## src/rtl/cheri_pkg.sv

```systemverilog
// Shared CHERI temporal-safety-map definitions.
// Holds the TSMAP writer state encoding, geometry constants and the
// per-word range mask helper used by the mask generator.
package cheri_pkg;

  typedef enum logic [2:0] {
    TSW_IDLE,
    TSW_RD,
    TSW_MRG,
    TSW_WR,
    TSW_DONE
  } tsmap_wr_state_t;

  localparam int          TSMAP_GRAN_LOG2 = 3;    // 8-byte granules
  localparam int          TSMAP_WORD_BITS = 32;
  localparam int          TSMAP_BIT_IDX_W = 5;    // log2(TSMAP_WORD_BITS)
  localparam int          TSMAP_WIDX_W    = 11;   // word index field width
  localparam int          TSMAP_ADDR_W    = 16;
  localparam logic [31:0] TSMAP_HEAP_BASE = 32'h2001_0000;
  localparam int          TSMAP_SIZE      = 1024;

  // Bits of word w covered by granule range [lo_w:lo_b .. hi_w:hi_b].
  // Interior words get all ones; the end words are trimmed.
  function automatic logic [TSMAP_WORD_BITS-1:0] tsmap_mask(
    input logic [TSMAP_WIDX_W-1:0]    w,
    input logic [TSMAP_WIDX_W-1:0]    lo_w,
    input logic [TSMAP_BIT_IDX_W-1:0] lo_b,
    input logic [TSMAP_WIDX_W-1:0]    hi_w,
    input logic [TSMAP_BIT_IDX_W-1:0] hi_b
  );
    logic [TSMAP_BIT_IDX_W-1:0] sh_lo;
    logic [TSMAP_BIT_IDX_W-1:0] sh_hi;
    sh_lo = (w == lo_w) ? lo_b : '0;
    sh_hi = (w == hi_w) ? (5'd31 - hi_b) : '0;
    return ({TSMAP_WORD_BITS{1'b1}} << sh_lo) & ({TSMAP_WORD_BITS{1'b1}} >> sh_hi);
  endfunction

endpackage

```

## src/rtl/cheri_tsmap_mask_gen.sv

```systemverilog
// Combinational TSMAP mask/merge generator.
// Ports:
//   cur_w_i        word index being updated
//   lo_w_i/lo_b_i  first covered granule (word, bit)
//   hi_w_i/hi_b_i  last covered granule (word, bit)
//   set_i          1 = set covered bits, 0 = clear them
//   old_i          current word contents
//   mask_o         covered bits of cur_w_i
//   merged_o       old_i with the covered bits set or cleared
module cheri_tsmap_mask_gen
  import cheri_pkg::*;
(
  input  logic [TSMAP_WIDX_W-1:0]    cur_w_i,
  input  logic [TSMAP_WIDX_W-1:0]    lo_w_i,
  input  logic [TSMAP_BIT_IDX_W-1:0] lo_b_i,
  input  logic [TSMAP_WIDX_W-1:0]    hi_w_i,
  input  logic [TSMAP_BIT_IDX_W-1:0] hi_b_i,
  input  logic                       set_i,
  input  logic [TSMAP_WORD_BITS-1:0] old_i,
  output logic [TSMAP_WORD_BITS-1:0] mask_o,
  output logic [TSMAP_WORD_BITS-1:0] merged_o
);

  assign mask_o   = tsmap_mask(cur_w_i, lo_w_i, lo_b_i, hi_w_i, hi_b_i);
  assign merged_o = set_i ? (old_i | mask_o) : (old_i & ~mask_o);

endmodule

```

## src/rtl/cheri_tsmap_wr.sv

```systemverilog
// TSMAP writer: sets or clears the revocation bits of a heap byte range,
// one 32-bit TSMAP word at a time. Owns the TSMAP port and shares it with
// the load-revocation read path, which always has priority.
//
// Build option CHERI_TSMAP_BITWE_EN: the SRAM honours per-bit write
// enables, so each word is a single masked write (no read-modify-write).
//
// Ports:
//   clk_i, rst_ni              clock, async active-low reset
//   cmd_valid_i/cmd_ready_o    command handshake
//   cmd_set_i                  1 = revoke (set), 0 = clear
//   cmd_base_i/cmd_top_i       byte range [base, top)
//   busy_o                     command in flight
//   done_o/err_o               completion pulse, err on rejected command
//   rd_req_i/rd_addr_i         priority revocation read
//   tsmap_*                    TSMAP SRAM port
module cheri_tsmap_wr
  import cheri_pkg::*;
#(
  parameter logic [31:0] HeapBase  = TSMAP_HEAP_BASE,
  parameter int          TSMapSize = TSMAP_SIZE
) (
  input  logic        clk_i,
  input  logic        rst_ni,
  input  logic        cmd_valid_i,
  output logic        cmd_ready_o,
  input  logic        cmd_set_i,
  input  logic [31:0] cmd_base_i,
  input  logic [31:0] cmd_top_i,
  output logic        busy_o,
  output logic        done_o,
  output logic        err_o,
  input  logic        rd_req_i,
  input  logic [15:0] rd_addr_i,
  output logic        tsmap_cs_o,
  output logic        tsmap_we_o,
  output logic [15:0] tsmap_addr_o,
  output logic [31:0] tsmap_wdata_o,
  output logic [31:0] tsmap_wbe_o,
  input  logic [31:0] tsmap_rdata_i
);

`ifdef CHERI_TSMAP_BITWE_EN
  localparam tsmap_wr_state_t WORD_START = TSW_WR;
`else
  localparam tsmap_wr_state_t WORD_START = TSW_RD;
`endif

  tsmap_wr_state_t             state_q;
  logic                        set_q, rej_q;
  logic [TSMAP_WIDX_W-1:0]     lo_w_q, hi_w_q, cur_w_q;
  logic [TSMAP_BIT_IDX_W-1:0]  lo_b_q, hi_b_q;

  // Granule indices in 33 bits so underflow and oversized ranges stay visible.
  logic [32:0] base_off, top_off, lo_idx, hi_idx;
  logic        cmd_rej;

  assign base_off = {1'b0, cmd_base_i} - {1'b0, HeapBase};
  assign top_off  = {1'b0, cmd_top_i} - {1'b0, HeapBase} + 33'd7;  // round up partial granule
  assign lo_idx   = base_off >> TSMAP_GRAN_LOG2;
  assign hi_idx   = (top_off >> TSMAP_GRAN_LOG2) - 33'd1;

  // Full-width word index check so huge tops cannot alias into the map.
  assign cmd_rej = (cmd_base_i < HeapBase) ||
                   (cmd_top_i <= cmd_base_i) ||
                   (hi_idx[32:TSMAP_BIT_IDX_W] >= 28'(TSMapSize));

  logic unused_idx;
  assign unused_idx = ^{lo_idx[32:16], base_off[2:0], top_off[2:0]};

  // Mask / merge
  logic [31:0] old_word, mask, merged, wbe_w;

`ifdef CHERI_TSMAP_BITWE_EN
  // Merging into zero yields set ? mask : 0, the write data for a masked write.
  assign old_word = '0;
  assign wbe_w    = mask;
  logic unused_rdata;
  assign unused_rdata = ^tsmap_rdata_i;
`else
  logic [31:0] word_q;
  assign old_word = word_q;
  assign wbe_w    = '1;
  logic unused_mask;
  assign unused_mask = ^mask;
`endif

  cheri_tsmap_mask_gen u_mask (
    .cur_w_i (cur_w_q),
    .lo_w_i  (lo_w_q),
    .lo_b_i  (lo_b_q),
    .hi_w_i  (hi_w_q),
    .hi_b_i  (hi_b_q),
    .set_i   (set_q),
    .old_i   (old_word),
    .mask_o  (mask),
    .merged_o(merged)
  );

  // FSM. The FSM's port requests are granted only when rd_req_i is low.
  always_ff @(posedge clk_i or negedge rst_ni) begin
    if (!rst_ni) begin
      state_q <= TSW_IDLE;
      set_q   <= 1'b0;
      rej_q   <= 1'b0;
      lo_w_q  <= '0;
      lo_b_q  <= '0;
      hi_w_q  <= '0;
      hi_b_q  <= '0;
      cur_w_q <= '0;
`ifndef CHERI_TSMAP_BITWE_EN
      word_q  <= '0;
`endif
    end else begin
      case (state_q)
        TSW_IDLE: if (cmd_valid_i) begin
          set_q   <= cmd_set_i;
          rej_q   <= cmd_rej;
          lo_w_q  <= lo_idx[15:5];
          lo_b_q  <= lo_idx[4:0];
          hi_w_q  <= hi_idx[15:5];
          hi_b_q  <= hi_idx[4:0];
          cur_w_q <= lo_idx[15:5];
          state_q <= cmd_rej ? TSW_DONE : WORD_START;
        end
`ifndef CHERI_TSMAP_BITWE_EN
        TSW_RD: if (!rd_req_i) state_q <= TSW_MRG;
        TSW_MRG: begin
          word_q  <= tsmap_rdata_i;
          state_q <= TSW_WR;
        end
`endif
        TSW_WR: if (!rd_req_i) begin
          if (cur_w_q == hi_w_q) begin
            state_q <= TSW_DONE;
          end else begin
            cur_w_q <= cur_w_q + 11'd1;
            state_q <= WORD_START;
          end
        end
        TSW_DONE: state_q <= TSW_IDLE;
        default:  state_q <= TSW_IDLE;
      endcase
    end
  end

  assign cmd_ready_o = (state_q == TSW_IDLE);
  assign busy_o      = (state_q != TSW_IDLE);
  assign done_o      = (state_q == TSW_DONE);
  assign err_o       = (state_q == TSW_DONE) && rej_q;

  // Port mux: revocation read first, then the FSM's read or write.
  always_comb begin
    tsmap_cs_o    = 1'b0;
    tsmap_we_o    = 1'b0;
    tsmap_addr_o  = '0;
    tsmap_wdata_o = '0;
    tsmap_wbe_o   = '0;
    if (rd_req_i) begin
      tsmap_cs_o   = 1'b1;
      tsmap_addr_o = rd_addr_i;
    end else if (state_q == TSW_RD) begin
      tsmap_cs_o   = 1'b1;
      tsmap_addr_o = {{(TSMAP_ADDR_W-TSMAP_WIDX_W){1'b0}}, cur_w_q};
    end else if (state_q == TSW_WR) begin
      tsmap_cs_o    = 1'b1;
      tsmap_we_o    = 1'b1;
      tsmap_addr_o  = {{(TSMAP_ADDR_W-TSMAP_WIDX_W){1'b0}}, cur_w_q};
      tsmap_wdata_o = merged;
      tsmap_wbe_o   = wbe_w;
    end
  end

endmodule

```

## config.mk

```make
export PLATFORM = sky130hd
export DESIGN_NAME = cheri_tsmap_wr
export DESIGN_NICKNAME = d
export VERILOG_FILES = /design/src/rtl/cheri_pkg.sv /design/src/rtl/cheri_tsmap_mask_gen.sv /design/src/rtl/cheri_tsmap_wr.sv
export SDC_FILE = /design/constraint.sdc
export NUM_CORES = 1
export LEC_CHECK = 0
export ABC_AREA = 1
export CORE_ASPECT_RATIO = 0.7
export CORE_MARGIN = 2
export CORE_UTILIZATION = 50
export CTS_BUF_LIST = sky130_fd_sc_hd__clkbuf_8
export DETAILED_ROUTE_END_ITERATION = 12
export PLACE_DENSITY_LB_ADDON = 0.15
export SYNTH_ARGS = -nofsm -noshare
export SYNTH_HDL_FRONTEND = slang
export SYNTH_HIERARCHICAL = 1
export SYNTH_SLANG_ARGS = --single-unit
export TNS_END_PERCENT = 5
```

## constraint.sdc

```tcl
create_clock -name clk_i -period 4.5 [get_ports clk_i]
set_clock_uncertainty 0.2 [all_clocks]
set_input_delay 0.675 -clock clk_i [delete_from_list [all_inputs] [get_ports clk_i]]
set_output_delay 0.675 -clock clk_i [all_outputs]
set_load 0.005 [all_outputs]
```

==> metrics.yaml <==
status: "complete, no violations"
die_area_um2: 18000
finalHoldViolCount: 0
final_area_um2: 10700
top_level_ports: 203
path_cells: "inv_2 > nand2_1 > nand2_1 > nor2_1 > nand2_1 > nor2_4 > nand2_4 > nor2_4 > inv_2 > nand2_1 > nor2_1 > nand2_1 > nand2_1 > nand2_1 > nand2_1 > nor2_1 > clkdlybuf4s50_1"
synthesis.nets: 1519
crit_slowest_cell: "dfrtp_1"
slew_headroom_pct: 27.8
grt_max_degree: 51
worst_pin_slew_ns: 1.08
swShare_pct: 44.1
dpl_cell_area_um2: 10400
hold_class: "in -> async"
cts_tree: "yes"
max_stage_delay_ns: 0.54
syn_to_final_growth_pct: 25.6
dp_slack_ns: 0.528
crit_required_ns: 3.62
num-nets-final: 1673
worstSetupStartpointType: "flop"
slew_violations: 0
cp_common_cell: "nand2_1"
seqPwrFrac_pct: 41.2
clkLatencyLatePin_ns: 0.38
p_leak_uw: 0.00535
io_buffers: 202
whs_ns: 0.0906
period_minus_slack_ns: 4.13
first_global_vias: 8141
finalSetupTns_ns: 0
avgRoutedWirePerCell_um: 15.6
r2r_start: "state_q[2]"
initial_core_util_pct: 51.6
drive_above_1_share_pct: 8.45
r2r-end: "cur_w_q[5]"
post_drt_via_cell_ratio: 5.26
num_antenna_cells: 0
cp_top_family: "simple AND/OR/NAND/NOR gates"
grt_setup_unrepaired: "no"
setup_viol_count_final: 0
fp.coreArea_um2: 16400
fmax_ghz: 0.242
drc_errors: 0
p_sw_uw: 1620
worst-r2r-cell-count: 10
syn_area_um2: 8490
r2r_slack_ns: 1.65
clockBufferDepth: 2
yosysWarnings: 6
combPwrFrac_pct: 43.5
die_w_um: 160
clockRootBuffer: "clkbuf_8"
cts_num_sinks: 80
via_count: 9218
cts.clk_slew.worst_paths_ns: 0.10
drtAntennaViolNets: 0
cp_max_fo: 14
rows: 39
drt_iter0_markers: 734
final_common_cell: "nand2_1"
crit_arrival_ns: 3.26
grt_pass1_wl_um: 43300
die_h_um: 113
avgSynthCellArea_um2: 6.21
antenna_found_initial: 0
path_buf_inv: 3
powerDensity_nw_per_um2: 344
dp_hpwl_um: 22700
cap_viol_max_count: 0
peakVddDrop_mv: 0.198
p_int_uw: 2050
crit_type: "reg -> out"
setup_slack_ns: 0.367
grt_overflow: 0
gp_congestion: 1.03
min_period_over_period_pct: 91.9
syn_inst: 1367
track_usage_pct: 30.4
wl_um: 27300
crit_path_end_kind: "output pin"
clkPwrFrac_pct: 15.3
dr.pass1.iters: 5
htree_levels: 3
cts_made_buffers: 9
final_cell_mix: "nand2_1, clkdlybuf4s50_1, inv_1"
worst max-delay path by stage:
stage,slack (ns),endpoint,from,cells past startpoint
global placement,0.57,tsmap_wdata_o[16],cur_w_q[8],16
detailed placement,0.53,tsmap_wdata_o[16],cur_w_q[5],16
floorplan,1.11,tsmap_wbe_o[0],state_q[2],6
global route,0.01,tsmap_wdata_o[30],cur_w_q[8],16
CTS,0.10,tsmap_wdata_o[16],cur_w_q[8],16
finish,0.37,tsmap_wdata_o[30],cur_w_q[1],17
cell type report:
| cell class | instances | area [um2] |
|---|---|---|
| fillers | 1575 | 5780 |
| clock inverters | 6 | 67.6 |
| well taps | 225 | 282 |
| inverters | 174 | 653 |
| clock buffers | 10 | 138 |
| multi-input cells | 1047 | 5450 |
| repair buffers | 209 | 2070 |
| flip-flops and latches | 80 | 2000 |
metal layers:
metal	share of wire, %	track usage, %
met5	0	0
met1	50	47.5
met4	0.75	4.24
met2	38	41.1
met3	12	9.35
power by group through the flow:
| stage | clock network [uW] | logic (uW) | registers, uW |
|---|---|---|---|
| after global routing | 603 | 1810 | 1570 |
| final | 559 | 1600 | 1510 |
| after detailed placement | 0 | 1570 | 1510 |
| after CTS | 574 | 1580 | 1500 |
| after floorplan | 0 | 1180 | 1340 |
| after global placement | 0 | 1540 | 1500 |
registers in the layout, summed over array words and instances, names as in the netlist:
signal and cells:
set_q 1, old_word 32, lo_b_q 5, hi_b_q 5
hi_w_q 11, rej_q 1, cur_w_q 11, state_q 3
lo_w_q 11
metrics by stage:
stage / power, uW / util, % / cells
6_report: 3670 / 64.8 / 1751
5_1_grt: 3980 / 64.8 / 1751
4_1_cts: 3650 / 64.8 / 1751
3_5_place_dp: 3080 / 63.5 / 1735
3_3_place_gp: 3040 / 63.5 / 1735
2_1_floorplan: 2520 / - / 1367
what timing repair did:
action                     4_1_cts  5_1_grt
hold buffers                     0        0
setup endpoints to repair        0       18
gates resized for setup          0        4
buffers inserted                 0        0
Note: power is estimated with default switching activity, not from simulation.
